--- config.mk ---
export PLATFORM = sky130hd
export DESIGN_NAME = lif_stdp_pair
export DESIGN_NICKNAME = d
export VERILOG_FILES = /design/src/rtl/lif_stdp_pair.sv
export SDC_FILE = /design/constraint.sdc
export NUM_CORES = 1
export LEC_CHECK = 0
export ABC_AREA = 1
export CORE_ASPECT_RATIO = 1.25
export CORE_MARGIN = 1
export CORE_UTILIZATION = 40
export DETAILED_ROUTE_END_ITERATION = 10
export PLACE_DENSITY = 0.64
export SYNTH_ARGS = -nofsm -noshare
export SYNTH_HDL_FRONTEND = slang
export SYNTH_SLANG_ARGS = --single-unit
--- constraint.sdc ---
create_clock -name clk -period 4.5 [get_ports clk]
set_clock_uncertainty 0.05 [all_clocks]
set_input_delay 0.45 -clock clk [delete_from_list [all_inputs] [get_ports clk]]
set_output_delay 0.45 -clock clk [all_outputs]
set_load 0.02 [all_outputs]
--- src/rtl/lif_stdp_pair.sv ---
// Two leaky integrate-and-fire neurons, the presynaptic one driving the postsynaptic one through a plastic synapse.
// The pair-based STDP weight learning is compiled in only when STDP_LEARN_EN is defined; otherwise the weight stays at W_INIT.
module lif_stdp_pair #(
    parameter int W          = 8,
    parameter int WW         = 8,
    parameter int THRESH     = 200,
    parameter int LEAK_SHIFT = 3,
    parameter int REFRAC     = 2,
    parameter int WIN        = 8,
    parameter int A_PLUS     = 16,
    parameter int A_MINUS    = 8,
    parameter int W_INIT     = 64
) (
    input  logic          clk,
    input  logic          rst,
    input  logic [W-1:0]  pre_current,
    input  logic [W-1:0]  post_current,
    input  logic          learn_en,
    output logic          pre_spike,
    output logic          post_spike,
    output logic [W-1:0]  pre_state,
    output logic [W-1:0]  post_state,
    output logic [WW-1:0] weight,
    output logic          w_upd,
    output logic          w_dir
);

    localparam int RW = (REFRAC > 0) ? $clog2(REFRAC + 1) : 1;
    localparam logic [W-1:0]  TH     = W'(THRESH);
    localparam logic [RW-1:0] RF     = RW'(REFRAC);
    localparam logic [WW-1:0] W_RST  = WW'(W_INIT);

    logic [RW-1:0] pre_ref;
    logic [RW-1:0] post_ref;
    logic [W-1:0]  post_in;
    logic [W-1:0]  pre_next;
    logic [W-1:0]  post_next;

    function automatic logic [W-1:0] sat_add(input logic [W-1:0] a, input logic [W-1:0] b);
        logic [W:0] s;
        s = {1'b0, a} + {1'b0, b};
        return s[W] ? '1 : s[W-1:0];
    endfunction

    // state - leak never underflows, and the sum of two W-bit terms fits in W+1 bits
    function automatic logic [W-1:0] lif_next(input logic [W-1:0] s, input logic [W-1:0] i);
        logic [W:0] sum;
        sum = {1'b0, s} - ({1'b0, s} >> LEAK_SHIFT) + {1'b0, i};
        return sum[W] ? '1 : sum[W-1:0];
    endfunction

    always_comb begin
        post_in   = sat_add(post_current, pre_spike ? W'(weight) : '0);
        pre_next  = lif_next(pre_state, pre_current);
        post_next = lif_next(post_state, post_in);
    end

    always_ff @(posedge clk) begin
        if (rst) begin
            pre_state  <= '0;
            pre_spike  <= 1'b0;
            pre_ref    <= '0;
            post_state <= '0;
            post_spike <= 1'b0;
            post_ref   <= '0;
        end else begin
            if (pre_ref != '0) begin
                pre_ref   <= pre_ref - RW'(1);
                pre_state <= '0;
                pre_spike <= 1'b0;
            end else if (pre_state >= TH) begin
                pre_spike <= 1'b1;
                pre_state <= '0;
                pre_ref   <= RF;
            end else begin
                pre_spike <= 1'b0;
                pre_state <= pre_next;
            end

            if (post_ref != '0) begin
                post_ref   <= post_ref - RW'(1);
                post_state <= '0;
                post_spike <= 1'b0;
            end else if (post_state >= TH) begin
                post_spike <= 1'b1;
                post_state <= '0;
                post_ref   <= RF;
            end else begin
                post_spike <= 1'b0;
                post_state <= post_next;
            end
        end
    end

`ifdef STDP_LEARN_EN
    localparam int DW = $clog2(WIN + 1);
    localparam logic [DW-1:0] DT_MAX = DW'(WIN);

    logic [DW-1:0] pre_dt;
    logic [DW-1:0] post_dt;
    logic          ltp;
    logic          ltd;
    logic [WW:0]   ltp_amt;
    logic [WW:0]   ltd_amt;
    logic [WW:0]   w_inc;
    logic [WW-1:0] w_plus;
    logic [WW-1:0] w_minus;
    logic [WW-1:0] w_next;

    // decisions use the timer values from before this edge's update
    always_comb begin
        ltp     = post_spike & ~pre_spike & learn_en & (pre_dt < DT_MAX);
        ltd     = pre_spike & ~post_spike & learn_en & (post_dt < DT_MAX);
        ltp_amt = (WW+1)'(A_PLUS >> pre_dt);
        ltd_amt = (WW+1)'(A_MINUS >> post_dt);
        w_inc   = {1'b0, weight} + ltp_amt;
        w_plus  = w_inc[WW] ? '1 : w_inc[WW-1:0];
        w_minus = ({1'b0, weight} < ltd_amt) ? '0 : weight - ltd_amt[WW-1:0];
        w_next  = weight;
        if (ltp)
            w_next = w_plus;
        else if (ltd)
            w_next = w_minus;
    end

    always_ff @(posedge clk) begin
        if (rst) begin
            pre_dt  <= DT_MAX;
            post_dt <= DT_MAX;
            weight  <= W_RST;
            w_upd   <= 1'b0;
            w_dir   <= 1'b0;
        end else begin
            pre_dt  <= pre_spike  ? '0 : ((pre_dt == DT_MAX)  ? DT_MAX : pre_dt + DW'(1));
            post_dt <= post_spike ? '0 : ((post_dt == DT_MAX) ? DT_MAX : post_dt + DW'(1));
            weight  <= w_next;
            w_upd   <= (w_next != weight);
            w_dir   <= ltp & (w_next != weight);
        end
    end
`else
    logic unused_learn_en;
    assign unused_learn_en = learn_en;
    assign weight = W_RST;
    assign w_upd  = 1'b0;
    assign w_dir  = 1'b0;
`endif

endmodule
# Word-level counts from Yosys, hierarchy flattened
# Cells that the tools add are included.
dict set report word_totals {
  reg_bits 22
  latch_bits 0
  ram_bits 0
  rom_bits 0
  out_inout_bits 28
  word_cells 33
  mem_count 0
}
dict set report op_classes {
  n_addsub 7
  n_mul 0
  n_div 0
  magnitude_cmp 2
  n_eq_ne 0
  shifts 0
  n_mux 10
  bitwise 0
  reduce_logical 8
}
# operator count
set ops {}
lappend ops {{2-to-1 mux 8 bit} 3}
lappend ops {{adder 9 x 8 -> 9 bit} 2}
lappend ops {{subtractor 8 x 5 -> 9 bit} 2}
lappend ops {{greater-or-equal comparator 8 bit, second input constant} 2}
lappend ops {{adder 8 x 7 -> 9 bit} 1}
lappend ops {{2-to-1 mux 2 bit} 4}
lappend ops {{nonzero test 2 bit} 4}
lappend ops {{2-to-1 mux 7 bit} 1}
lappend ops {{OR reduction 3 bit} 2}
lappend ops {{OR reduction 2 bit} 2}
lappend ops {{subtractor 2 x 1 -> 2 bit, second input constant} 2}
lappend ops {{2-to-1 mux 1 bit} 2}

# Logic depth before layout (Yosys ltp)
dict set report logic_depth {
  ltp_word 5
  depth_mapped 17
  mapped_depth_nobuf 17
}

# Worst setup path before layout
# No wires, ideal clock.
dict set report synth_timing {
  kind {reg-to-reg}
  start {reg pre_spike}
  end {reg post_state[0]}
  arrival_time_ns 2.408
  required_time_ns 4.341
  slack_ns 1.934
  stages_incl_launch_ff 16
  n_path_buf 0
  synth_period_minus_slack_ns 2.566
  path_cell_list {dfxtp_1 > ha_1 > nand2_1 > inv_1 > nor2_1 > fa_1 > inv_1 > fa_1 > nand2_1 > nand2_1 > nand3_2 > nand3b_1 > nand2_2 > nand2_1 > nand2_1 > inv_1}
}
dict set report synth_via {
  elab_chain_len 5
}
# element line_no
set synth_lines {}
lappend synth_lines {{start, declared} 19} ;# output logic pre_spike,
lappend synth_lines {{start signal, assigned} 61} ;# pre_spike <= 1'b0;
lappend synth_lines {{start signal, assigned} 70} ;# pre_spike <= 1'b0;
lappend synth_lines {{start signal, assigned} 72} ;# pre_spike <= 1'b1;
lappend synth_lines {{2-to-1 mux 7 bit} 53} ;# post_in = sat_add(post_current, pre_spike ? W'(weight) : '0);
lappend synth_lines {{adder 8 x 7 -> 9 bit} 41} ;# s = {1'b0, a} + {1'b0, b};
lappend synth_lines {{2-to-1 mux 8 bit} 42} ;# return s[W] ? '1 : s[W-1:0];
lappend synth_lines {{adder 9 x 8 -> 9 bit} 48} ;# sum = {1'b0, s} - ({1'b0, s} >> LEAK_SHIFT) + {1'b0, i};
lappend synth_lines {{2-to-1 mux 8 bit} 49} ;# return sum[W] ? '1 : sum[W-1:0];
lappend synth_lines {{end signal, assigned} 90} ;# post_state <= post_next;
lappend synth_lines {{end, declared} 22} ;# output logic [W-1:0] post_state,
# Every way passes these cells.
# A chain may end at the register's enable or synchronous reset.

# Worst setup path after layout
dict set report layout_timing {
  start {in post_current[6]}
  end {reg post_state[3]}
}
dict set report layout_via {
  elab_chain_len 4
}
# element line_no
set layout_lines {}
lappend layout_lines {{start, declared} 17} ;# input logic [W-1:0] post_current,
lappend layout_lines {{adder 8 x 7 -> 9 bit} 41}
lappend layout_lines {{2-to-1 mux 8 bit} 42}
lappend layout_lines {{adder 9 x 8 -> 9 bit} 48}
lappend layout_lines {{2-to-1 mux 8 bit} 49}
# Every way passes these cells.

==> run_results.csv <==
group,metric,value,unit
min_path,min_from,"post_ref[0]",
synthesis,synth_top_cell_area_share,20.0,%
clocking,clock-root-buffer,"clkbuf_8",
layout,regArea,440,um^2
timing,fin_crit,3000,ps
drt,met3RoutedLength,80,um
grt,first_global_vias,1736,
drt,vias,1855,
drt,m1WireLength,1760,um
floorplanning,dieArea,0.00580,mm^2
layout,final_common_cell,"inv_1",
timing,setup_viol,0,
power_and_ir_drop,switching_share,51.8,%
power_and_ir_drop,max-vdd-ir-drop,0.426,mV
drt,top_layer_used,"met4",
layout,antenna_cells,0,
drt,first_iter_violations,70,
outcome,status,"finished clean",
timing,whs,470,ps
drt,drc,0,
synthesis,synthCells,323,
floorplanning,ioPinCount,47,
clocking,clockBufferDepth,2,
grt,grt_max_degree,12,
power_and_ir_drop,p_leak,1.49,nW
timing,fin_setup_tns,0,ps
timing,hold_viol,0,
clocking,cts.sinks,22,
critical_path,worstSetupPathType,"primary input to flip-flop",
synthesis,yosys.cell_types.count,22,
power_and_ir_drop,cellPowerDensity,825,mW/mm^2
clocking,clk_pin_slew_worst_paths,80,ps
floorplanning,die_w,68.3,um
floorplanning,dieHeight,84.9,um
floorplanning,rows,29,
critical_path,crit_path_max_fanout,8,
synthesis,synth_seq_cells,22,
drt,avgViaCountPerCell,4.41,
timing,max_freq,0.333,GHz
grt,grt_pass1_wl,6950,um
critical_path,worstPathArrival,3120,ps
critical_path,crit-reg2reg-launch,"pre_spike",
synthesis,synth_area,0.00220,mm^2
clocking,numCtsBuffers,3,
clocking,cts_resized,0,
power_and_ir_drop,combPwrFrac,78.5,%
power_and_ir_drop,pwr-share-seq,15.9,%
layout,drive_gt1_share,6.13,%
timing,fin_crit_sh,66.7,%
grt,antenna_found_initial,0,
critical_path,worstSetupStartpoint,"post_current[6]",
place,dpl.hpwl,3460,um
synthesis,synth_seq_area_share,20.0,%
critical_path,start_kind,"primary input",
floorplanning,initial_core_util,42.4,%
clocking,cts_tree,"yes",
grt,grt_util_all_layers,15.6,%
power_and_ir_drop,p_clk_share,5.6,%
critical_path,cp_data_required_time,4620,ps
place,numPortBuffers,35,
power_and_ir_drop,p_int,1.04,mW
grt,grt_overflow,0,
drt,first_pass_iters,4,
synthesis,yosysWarnings,0,
clocking,post_cts_buffers,0,
drt,avgRoutedWirePerCell,9.52,um
drt,wl,4010,um
clocking,cts-hold-fix-buffers,0,
drt,ant_nets,0,
layout,area_delta_synth_final,19.3,%
layout,nFillCells,544,
synthesis,ys_top_cells_by_area,"dfxtp_1 (20%), ha_1 (16%), inv_1 (16%)",
timing,slew_viol_final,0,
power_and_ir_drop,p_switching,1.12,mW
place,globalplace.congestion,0.836,
clocking,clock_latency,260,ps
layout,fin_nets,419,
floorplanning,core-area,0.00519,mm^2
min_path,min_path_type,"flip-flop to flip-flop",
synthesis,yosysTopAreaCell,"dfxtp_1",
clocking,cts_max_level,1,
flow_run,drv_cap,0,
critical_path,worst_setup_path_end_kind,"flip-flop",
timing,rsz0062_at_grt,"false",
drt,wl_met2,2120,um
layout,layout_common_cells,"inv_1 (94), nand2_1 (78), clkdlybuf4s50_1 (35), ha_1 (29), dfxtp_1 (22)",
layout,multi_input_area,0.00136,mm^2
synthesis,syn_area_per_cell,6.81,um^2
==> power groups by stage <==
| stage | sequential [mW] | clock (mW) | combinational (mW) |
|---|---|---|---|
| after floorplan | 0.405 | 0 | 1.27 |
| after global placement | 0.349 | 0 | 1.68 |
| after detailed placement | 0.351 | 0 | 1.71 |
| after CTS | 0.346 | 0.129 | 1.72 |
| after global routing | 0.357 | 0.135 | 1.96 |
| final | 0.344 | 0.121 | 1.70 |
==> critical path, cell delays in order <==
cell and delay (ps):
clkdlybuf4s50_1 460, ha_1 160, nand2_1 50, inv_1 190
nor2_1 90, fa_1 480, inv_1 70, fa_1 460
nand2_1 70, nand2_1 90, nand3_2 100, nand3b_1 90
nand2_2 170, nand2_1 80, nand2_1 60, inv_1 30
==> cell type report <==
cell class | instances | area share (%)
Multi-Input combinational cell | 204 | 51.8
Sequential cell | 22 | 16.8
Inverter | 95 | 13.6
Timing Repair Buffer | 35 | 13.3
Tap cell | 62 | 2.96
Clock buffer | 3 | 1.57
==> metal layers <==
metal / global-route usage (%) / vias to the layer above
met1: 17.5 / 836
met5: 0 / -
met4: 5.11 / 0
met3: 1.34 / 2
li1: - / 993
met2: 29.2 / 24
==> cells in the mapped netlist (all sizes together) <==
master / n
a21oi: 14
conb: 2
fa: 10
dfxtp: 22
inv: 95
nor2: 22
nand2: 85
xor2: 5
buf: 10
nand3: 12
or2: 4
xnor2: 1
o21ai: 4
nand3b: 8
ha: 29
==> state kept, by name (all words and copies together), names as in the netlist <==
| name | flops |
|---|---|
| post_state | 8 |
| post_spike | 1 |
| pre_spike | 1 |
| pre_state | 8 |
| pre_ref | 2 |
| post_ref | 2 |
==> stage by stage <==
step | cell area [um^2] | power, mW | util (%) | cells | setup slack, ps
after global routing | 2630 | 2.45 | 50.6 | 421 | 1300
after global placement | 2580 | 2.03 | 49.8 | 418 | 1190
after floorplan | 2230 | 1.68 | - | 331 | 1930
final | 2630 | 2.16 | 50.6 | 421 | 1500
after detailed placement | 2580 | 2.06 | 49.8 | 418 | 1170
after CTS | 2630 | 2.19 | 50.6 | 421 | 1460
==> kinds of logic (layout without fill, tap and decap cells) <==
family                     after synthesis  count (layout)  synth area share, %
xor gates and xnor gates                 6               6                 2.39
AOI/OAI and AO/OA                       18              18                 4.61
other                                    2              10                0.341
DFF                                     22              22                 20.0
adders and majority gates               39              39                 25.6
and+or+nand+nor                        131             131                 27.5
buffers and inverters                  105             133                 19.6
==> path summary, 6_finish.rpt <==
check / end / slack (ps) / depth (start not counted)
setup / recovery: post_state[3] / 1500 / 16
hold / removal: post_ref[0] / 470 / 2
setup reg to reg: post_state[3] / 1810 / 15
hold reg to reg: post_ref[0] / 470 / 2
(Power assumes the default switching activity.)
